--- config.mk ---
export PLATFORM = sky130hd
export DESIGN_NAME = permutation_iterative
export DESIGN_NICKNAME = d
export VERILOG_FILES = /design/src/rtl/permutation_iterative.sv
export SDC_FILE = /design/constraint.sdc
export NUM_CORES = 2
export LEC_CHECK = 0
export ABC_AREA = 1
export CORE_AREA = 2 2 350 421
export DETAILED_ROUTE_END_ITERATION = 8
export DIE_AREA = 0 0 352 423
export GPL_TIMING_DRIVEN = 0
export PLACE_DENSITY = 0.56
export SYNTH_ARGS = -nofsm -noshare
export SYNTH_HDL_FRONTEND = slang
export SYNTH_SLANG_ARGS = --single-unit
--- constraint.sdc ---
create_clock -name clock_i -period 6 [get_ports clock_i]
set_clock_uncertainty 0.2 [all_clocks]
set_input_delay 1.2 -clock clock_i [delete_from_list [all_inputs] [get_ports clock_i]]
set_output_delay 1.2 -clock clock_i [all_outputs]
set_load 0.05 [all_outputs]
--- src/rtl/permutation_iterative.sv ---
`timescale 1ns/1ps
// ---------------------------------------------------------------------------
// couche_substitution
//   ASCON substitution layer p_s: the 5-bit S-box applied to each of the 64
//   bit columns of the state, written in bit-sliced form on whole 64-bit words.
//   Purely combinational.
// Ports
//   state_i  in  320  state before substitution {S_0..S_4}, S_0 = bits 319:256
//   state_o  out 320  state after substitution
// ---------------------------------------------------------------------------
module couche_substitution (
  input  logic [319:0] state_i,
  output logic [319:0] state_o
);

  logic [63:0] x0, x1, x2, x3, x4;
  logic [63:0] t0, t1, t2, t3, t4;

  // NOTE: blocking assignments are correct here: this is a chain of
  // combinational steps evaluated in order, not a set of registers.
  always_comb begin
    x0 = state_i[319:256];
    x1 = state_i[255:192];
    x2 = state_i[191:128];
    x3 = state_i[127:64];
    x4 = state_i[63:0];

    x0 = x0 ^ x4;
    x4 = x4 ^ x3;
    x2 = x2 ^ x1;

    t0 = ~x0 & x1;
    t1 = ~x1 & x2;
    t2 = ~x2 & x3;
    t3 = ~x3 & x4;
    t4 = ~x4 & x0;

    x0 = x0 ^ t1;
    x1 = x1 ^ t2;
    x2 = x2 ^ t3;
    x3 = x3 ^ t4;
    x4 = x4 ^ t0;

    x1 = x1 ^ x0;
    x0 = x0 ^ x4;
    x3 = x3 ^ x2;
    x2 = ~x2;

    state_o = {x0, x1, x2, x3, x4};
  end

endmodule

// ---------------------------------------------------------------------------
// permutation_iterative
//   Iterative ASCON permutation: one full round p_L(p_s(p_c(S))) per clock on
//   a 320-bit state register, with a round counter and start/done handshake.
//   p^a runs rounds 12-NB_ROUNDS_A..11, p^b runs rounds 12-NB_ROUNDS_B..11.
// Ports
//   clock_i   in   1    system clock, rising edge
//   resetb_i  in   1    asynchronous reset, active low
//   start_i   in   1    request a permutation, sampled only in IDLE
//   sel_b_i   in   1    0: NB_ROUNDS_A rounds, 1: NB_ROUNDS_B rounds
//   state_i   in   320  input state {S_0..S_4}, S_0 = bits 319:256
//   state_o   out  320  state register, driven continuously
//   busy_o    out  1    high while rounds are being applied (RUN)
//   done_o    out  1    one-cycle pulse, state_o holds the permuted state
// ---------------------------------------------------------------------------
module permutation_iterative #(
  parameter int NB_ROUNDS_A = 12,
  parameter int NB_ROUNDS_B = 6
) (
  input  logic         clock_i,
  input  logic         resetb_i,
  input  logic         start_i,
  input  logic         sel_b_i,
  input  logic [319:0] state_i,
  output logic [319:0] state_o,
  output logic         busy_o,
  output logic         done_o
);

  typedef enum logic [1:0] {
    IDLE = 2'd0,
    RUN  = 2'd1,
    DONE = 2'd2
  } fsm_t;

  // The counter always ends on round 11; shorter permutations start later.
  localparam logic [3:0] R_FIRST_A = 4'(12 - NB_ROUNDS_A);
  localparam logic [3:0] R_FIRST_B = 4'(12 - NB_ROUNDS_B);
  localparam logic [3:0] R_LAST    = 4'd11;

  fsm_t         fsm_q, fsm_d;
  logic [319:0] state_q;
  logic [3:0]   round_q;
  logic [7:0]   round_const;
  logic [319:0] pc_state;
  logic [319:0] ps_state;
  logic [319:0] pl_state;

  // -------------------------------------------------------------------------
  // FSM: state register
  // -------------------------------------------------------------------------
  always_ff @(posedge clock_i or negedge resetb_i) begin
    if (!resetb_i) begin
      fsm_q <= IDLE;
    end else begin
      fsm_q <= fsm_d;
    end
  end

  // -------------------------------------------------------------------------
  // FSM: next-state logic
  // -------------------------------------------------------------------------
  // NOTE: fsm_d gets a default before the case so every path assigns it and
  // no latch is inferred.
  always_comb begin
    fsm_d = fsm_q;
    case (fsm_q)
      IDLE:    if (start_i) fsm_d = RUN;
      RUN:     if (round_q == R_LAST) fsm_d = DONE;
      DONE:    fsm_d = IDLE;
      default: fsm_d = IDLE;
    endcase
  end

  // -------------------------------------------------------------------------
  // FSM: outputs, decoded from the state register only
  // -------------------------------------------------------------------------
  always_comb begin
    busy_o = (fsm_q == RUN);
    done_o = (fsm_q == DONE);
  end

  // -------------------------------------------------------------------------
  // Datapath registers: state and round counter
  // -------------------------------------------------------------------------
  // NOTE: the 320-bit state is a plain flop bank (not a memory), and it is
  // cleared on reset so an aborted run leaves no partial result visible.
  always_ff @(posedge clock_i or negedge resetb_i) begin
    if (!resetb_i) begin
      state_q <= '0;
      round_q <= '0;
    end else begin
      case (fsm_q)
        IDLE: begin
          if (start_i) begin
            state_q <= state_i;
            round_q <= sel_b_i ? R_FIRST_B : R_FIRST_A;
          end
        end
        RUN: begin
          state_q <= pl_state;
          // Counter parks on 11 after the last round; it is reloaded on start.
          if (round_q != R_LAST) round_q <= round_q + 4'd1;
        end
        default: ;
      endcase
    end
  end

  // -------------------------------------------------------------------------
  // p_c: round constant into the low byte of S_2
  // -------------------------------------------------------------------------
  always_comb begin
    round_const            = {4'hF - round_q, round_q};
    pc_state               = state_q;
    pc_state[135:128]      = state_q[135:128] ^ round_const;
  end

  // -------------------------------------------------------------------------
  // p_s: substitution layer
  // -------------------------------------------------------------------------
  couche_substitution u_sbox (
    .state_i (pc_state),
    .state_o (ps_state)
  );

  // -------------------------------------------------------------------------
  // p_L: per-word linear diffusion, rotations are constant per word
  // -------------------------------------------------------------------------
  function automatic logic [63:0] rotr(input logic [63:0] w, input int n);
    return (w >> n) | (w << (64 - n));
  endfunction

  function automatic logic [63:0] diffuse(input logic [63:0] w, input int a, input int b);
    return w ^ rotr(w, a) ^ rotr(w, b);
  endfunction

  assign pl_state = {diffuse(ps_state[319:256], 19, 28),
                     diffuse(ps_state[255:192], 61, 39),
                     diffuse(ps_state[191:128],  1,  6),
                     diffuse(ps_state[127:64],  10, 17),
                     diffuse(ps_state[63:0],     7, 41)};

  assign state_o = state_q;

endmodule

======== Yosys cells after proc, flatten, opt, wreduce, memory -nomap -nowiden ========
Cells that the tools add are included.
cells by class
  add/sub/neg operators ................... 2
  eq/ne operators ......................... 7
  mux-type cells .......................... 9
  bitwise logic cells ..................... 43
  reductions and logical operators ........ 5
operators by type and width
  kind                 number
  $xor 64x64->64       21
  $pmux 320 s2         1
  $not 64->64          6
  $and 64x64->64       5
  $mux 320             1
  $or 23x64->64        1
  $or 25x64->64        1
  $or 3x64->64         1
  $or 36x64->64        1
  $or 45x64->64        1
  $or 47x64->64        1
  $or 54x64->64        1
  $or 57x64->64        1
  $or 58x64->64        1
  $or 63x64->64        1
  $mux 4               2
  $pmux 4 s2           1
  $xor 8x8->8          1
  $add 4x1->4 const B  1
  $eq 4x4->1 const B   1
  $mux 2               2
  $ne 2x1->1 const B   2
  $ne 4x4->1 const B   1
  $pmux 2 s2           1
  other kinds (9)      10
word-level totals
  register bits ........................... 326
  logic and storage cells ................. 69

======== Longest topological paths before layout ========
  depth in word-level cells ............... 11
  depth in mapped cells ................... 17
  gate-level depth less buffers ........... 16

======== Modules after synthesis ========
From an unflattened synthesis, not the netlist that was laid out.
second synthesis, totals
  cell total of the unflattened synthesis .. 6553
  area, all modules ....................... 37327.0 µm²
by module, submodules not included
  module                 times used  cells an instance  area an instance (µm²)  sequential area each (µm²)
  permutation_iterative  1           4485               26815.7                 8157.8
  couche_substitution    1           2068               10511.3                 0.0

======== Least setup slack after synthesis ========
OpenSTA, ideal clock, no wires.
  path type ............................... flip-flop to output port
  start point ............................. reg fsm_q[1]
  end point ............................... out busy_o
  arrival ................................. 1.233 ns
  required time ........................... 4.600 ns
  path slack .............................. 3.367 ns
  stages on the path, launching flop included .. 5
  cell sequence ........................... dfrtp_1 > buf_2 > nor2_8 > buf_2 > buf_2
on the way
  longest elaborated chain between the ends .. 1
ends and longest elaborated chain
  item                    line  text
  start, declared         94    fsm_t fsm_q, fsm_d;
  start signal, assigned  109   fsm_q <= fsm_d;
  $eq 2x1->1              132   busy_o = (fsm_q == RUN);
  end, declared           79    output logic busy_o,
Every way passes these cells.

======== Final worst setup path ========
Ends and elaborated chain as after synthesis.

==> flow_metrics.tcl <==
set metrics [dict create \
    outcome "complete, but fails checks" \
    violations "max-capacitance violations, max-slew violations" \
    htreeDepth 2 \
    grt_pass1_vias 42700 \
    ff2ff_path_depth 10 \
    core_mm2 0.145 \
    io_buffers 645 \
    place.gp.congestion 1.08 \
    cts-buffers-inserted 46 \
    place_hpwl_um 266000 \
    seq_area_frac_synth_pct 22.7 \
    wire_per_inst_um 35.1 \
    antenna_found_initial 31 \
    syn_area_per_cell_um2 5.82 \
    cts.path.max_buffers 3 \
    r2r_start "state_o[205]" \
    wl_um 311000 \
    cts_hold_buf 0 \
    hold_violations 0 \
    grt_usage_pct 40.2 \
    drc 0 \
    worstPathArrival_ns 3.55 \
    min_period_ns 4.95 \
    nNetsFinal 7327 \
    synth_flop_cell "dfrtp_1" \
    cts_resized 0 \
    die_y_um 423 \
    cp_cell_sequence "buf_2 > nor2_8 > buf_2 > buf_2 > clkdlybuf4s50_1" \
    area_growth_pct 29.7 \
    vias 47700 \
    synth-edff-count 0 \
    cp-end-kind "output port" \
    max_cap_viol_count 2 \
    slowest_stage "clkdlybuf4s50_1" \
    netlist_instances 6176 \
    die_w_um 352 \
    drive_gt1_share_pct 4.96 \
    clock_sinks 326 \
    yosysWarnings 0 \
    rrSetupSlack_ns 1.74 \
    viasPerCell 5.38 \
    cp_top_family "buffers and inverters" \
    async_reset_ff_share_pct 100 \
    worstPathMaxFanout 11 \
    synth_cell_types 38 \
    hold_path.class "primary input to asynchronous set/reset pin" \
    fmax_ghz 0.202 \
    fin_crit_sh_pct 82.6 \
    cts_tree "done" \
    placedCellCount 8763 \
    instances_no_fill 8868 \
    first_pass_iters 8 \
    postCtsSetupBuffers 0 \
    initial_core_util_pct 24.9 \
    required_ns 4.60 \
    cpMostUsedCell "buf_2" \
    layout_commonest_cell "nand2_1" \
    start_kind "flip-flop" \
    grt_start_max_net_pins 98 \
    max-slew-margin-rel_pct -5.45 \
    worst_slew_pin_slew_ns 1.58 \
    slew_violations 8 \
    insertion_delay_ns 0.68 \
    grt_first_pass_wirelength_um 398000 \
    synth-seq-cells 326 \
    synth_nets 6629 \
    rsz0062_at_grt "false" \
    cts-root-buf "clkbuf_16" \
    setup_viol 0 \
    syn-cell-area_mm2 0.0359 \
    die_area_mm2 0.149 \
    drtIter0Drc 5591 \
    crit_type "flip-flop to output port" \
    crit_buf_inv 4 \
    crit_path_max_incr_delay_ns 0.93 \
    layout_common_cells "nand2_1 (2984), nand3_1 (810), clkdlybuf4s50_1 (644)" \
    final_antenna_net_count 0 \
    timing.hold.ws_ns 0.250 \
    io_pins 646 \
    path_clk_slew_ns 0.06 \
    gr-total-overflow 0 \
    reg2reg_to "state_o[67]" \
    rows 153 \
]
area by class of cell:
| cell class | instances | area (µm²) |
|---|---|---|
| diodes | 19 | 47.5 |
| flip-flops and latches | 326 | 8160 |
| well taps | 1937 | 2420 |
| multi-input cells | 5163 | 25100 |
| plain buffers | 141 | 641 |
| fillers | 16000 | 97900 |
| inverters | 546 | 2050 |
| repair buffers | 650 | 6570 |
| clock inverters | 22 | 283 |
| clock buffers | 64 | 1320 |
worst max-delay path by stage:
| stage | start | cells after the start | end |
|---|---|---|---|
| 2_1_floorplan | fsm_q[1] | 4 | busy_o |
| 3_3_place_gp | resetb_i | 1 | state_o[154] |
| 3_5_place_dp | start_i | 9 | state_o[277] |
| 4_1_cts | fsm_q[1] | 5 | busy_o |
| 5_1_grt | fsm_q[0] | 5 | busy_o |
| 6_report | fsm_q[1] | 5 | busy_o |
kinds of logic (layout without fill, tap and decap cells):
kind of cell / count (synthesis) / after routing / synth area share, %
AO/OA/AOI/OAI: 445 / 445 / 7.35
XOR/XNOR: 323 / 323 / 9.45
adder cells (fa/ha/maj): 129 / 129 / 4.49
buffers and inverters: 687 / 1423 / 7.48
flip-flops: 326 / 326 / 22.7
other: 0 / 19 / 0
AND/OR/NAND/NOR: 4266 / 4266 / 48.5
flip-flops by register name, indices dropped and copies added (netlist names):
| register | count |
|---|---|
| state_o | 320 |
| round_q | 4 |
| fsm_q | 2 |
metrics by stage:
| stage | worst slack [ns] | cell area, µm² | utilization (%) | TNS, ns |
|---|---|---|---|---|
| 3_3_place_gp | -13.52 | 44800 | 31.0 | -4371.69 |
| 4_1_cts | 1.03 | 46600 | 32.2 | 0 |
| 2_1_floorplan | 3.37 | 35900 | - | 0 |
| 5_1_grt | 1.06 | 46600 | 32.2 | 0 |
| 6_report | 1.05 | 46600 | 32.3 | 0 |
| 3_5_place_dp | 0.815 | 45000 | 31.1 | 0 |
Yosys cell counts, drive strengths merged (51+ instances only):
| cell type | instances | share of area [%] |
|---|---|---|
| dfrtp | 326 | 23 |
| xor2 | 212 | 5.9 |
| buf | 90 | 1.2 |
| xnor2 | 111 | 3.6 |
| nand4 | 88 | 1.5 |
| o22ai | 59 | 1.0 |
| nor2 | 334 | 3.6 |
| ha | 129 | 4.5 |
| nand2 | 3020 | 32 |
| clkbuf | 51 | 0.54 |
| inv | 546 | 5.7 |
| nand3 | 810 | 11 |
| o21ai | 147 | 2.1 |
| a21oi | 182 | 2.6 |
metal layers:
| metal | part of all wire, % | vias to the layer above | GRT usage (%) |
|---|---|---|---|
| met5 | 0.032 | - | 0 |
| met4 | 9.1 | 16 | 30.1 |
| met3 | 8.4 | 653 | 7.03 |
| met2 | 44 | 2872 | 63.2 |
| met1 | 39 | 23100 | 49.1 |
| li1 | - | 21100 | - |
Power is left out: the tool's default activity adds up to more than one toggle a clock period on the data nets, which glitch-free logic cannot reach.
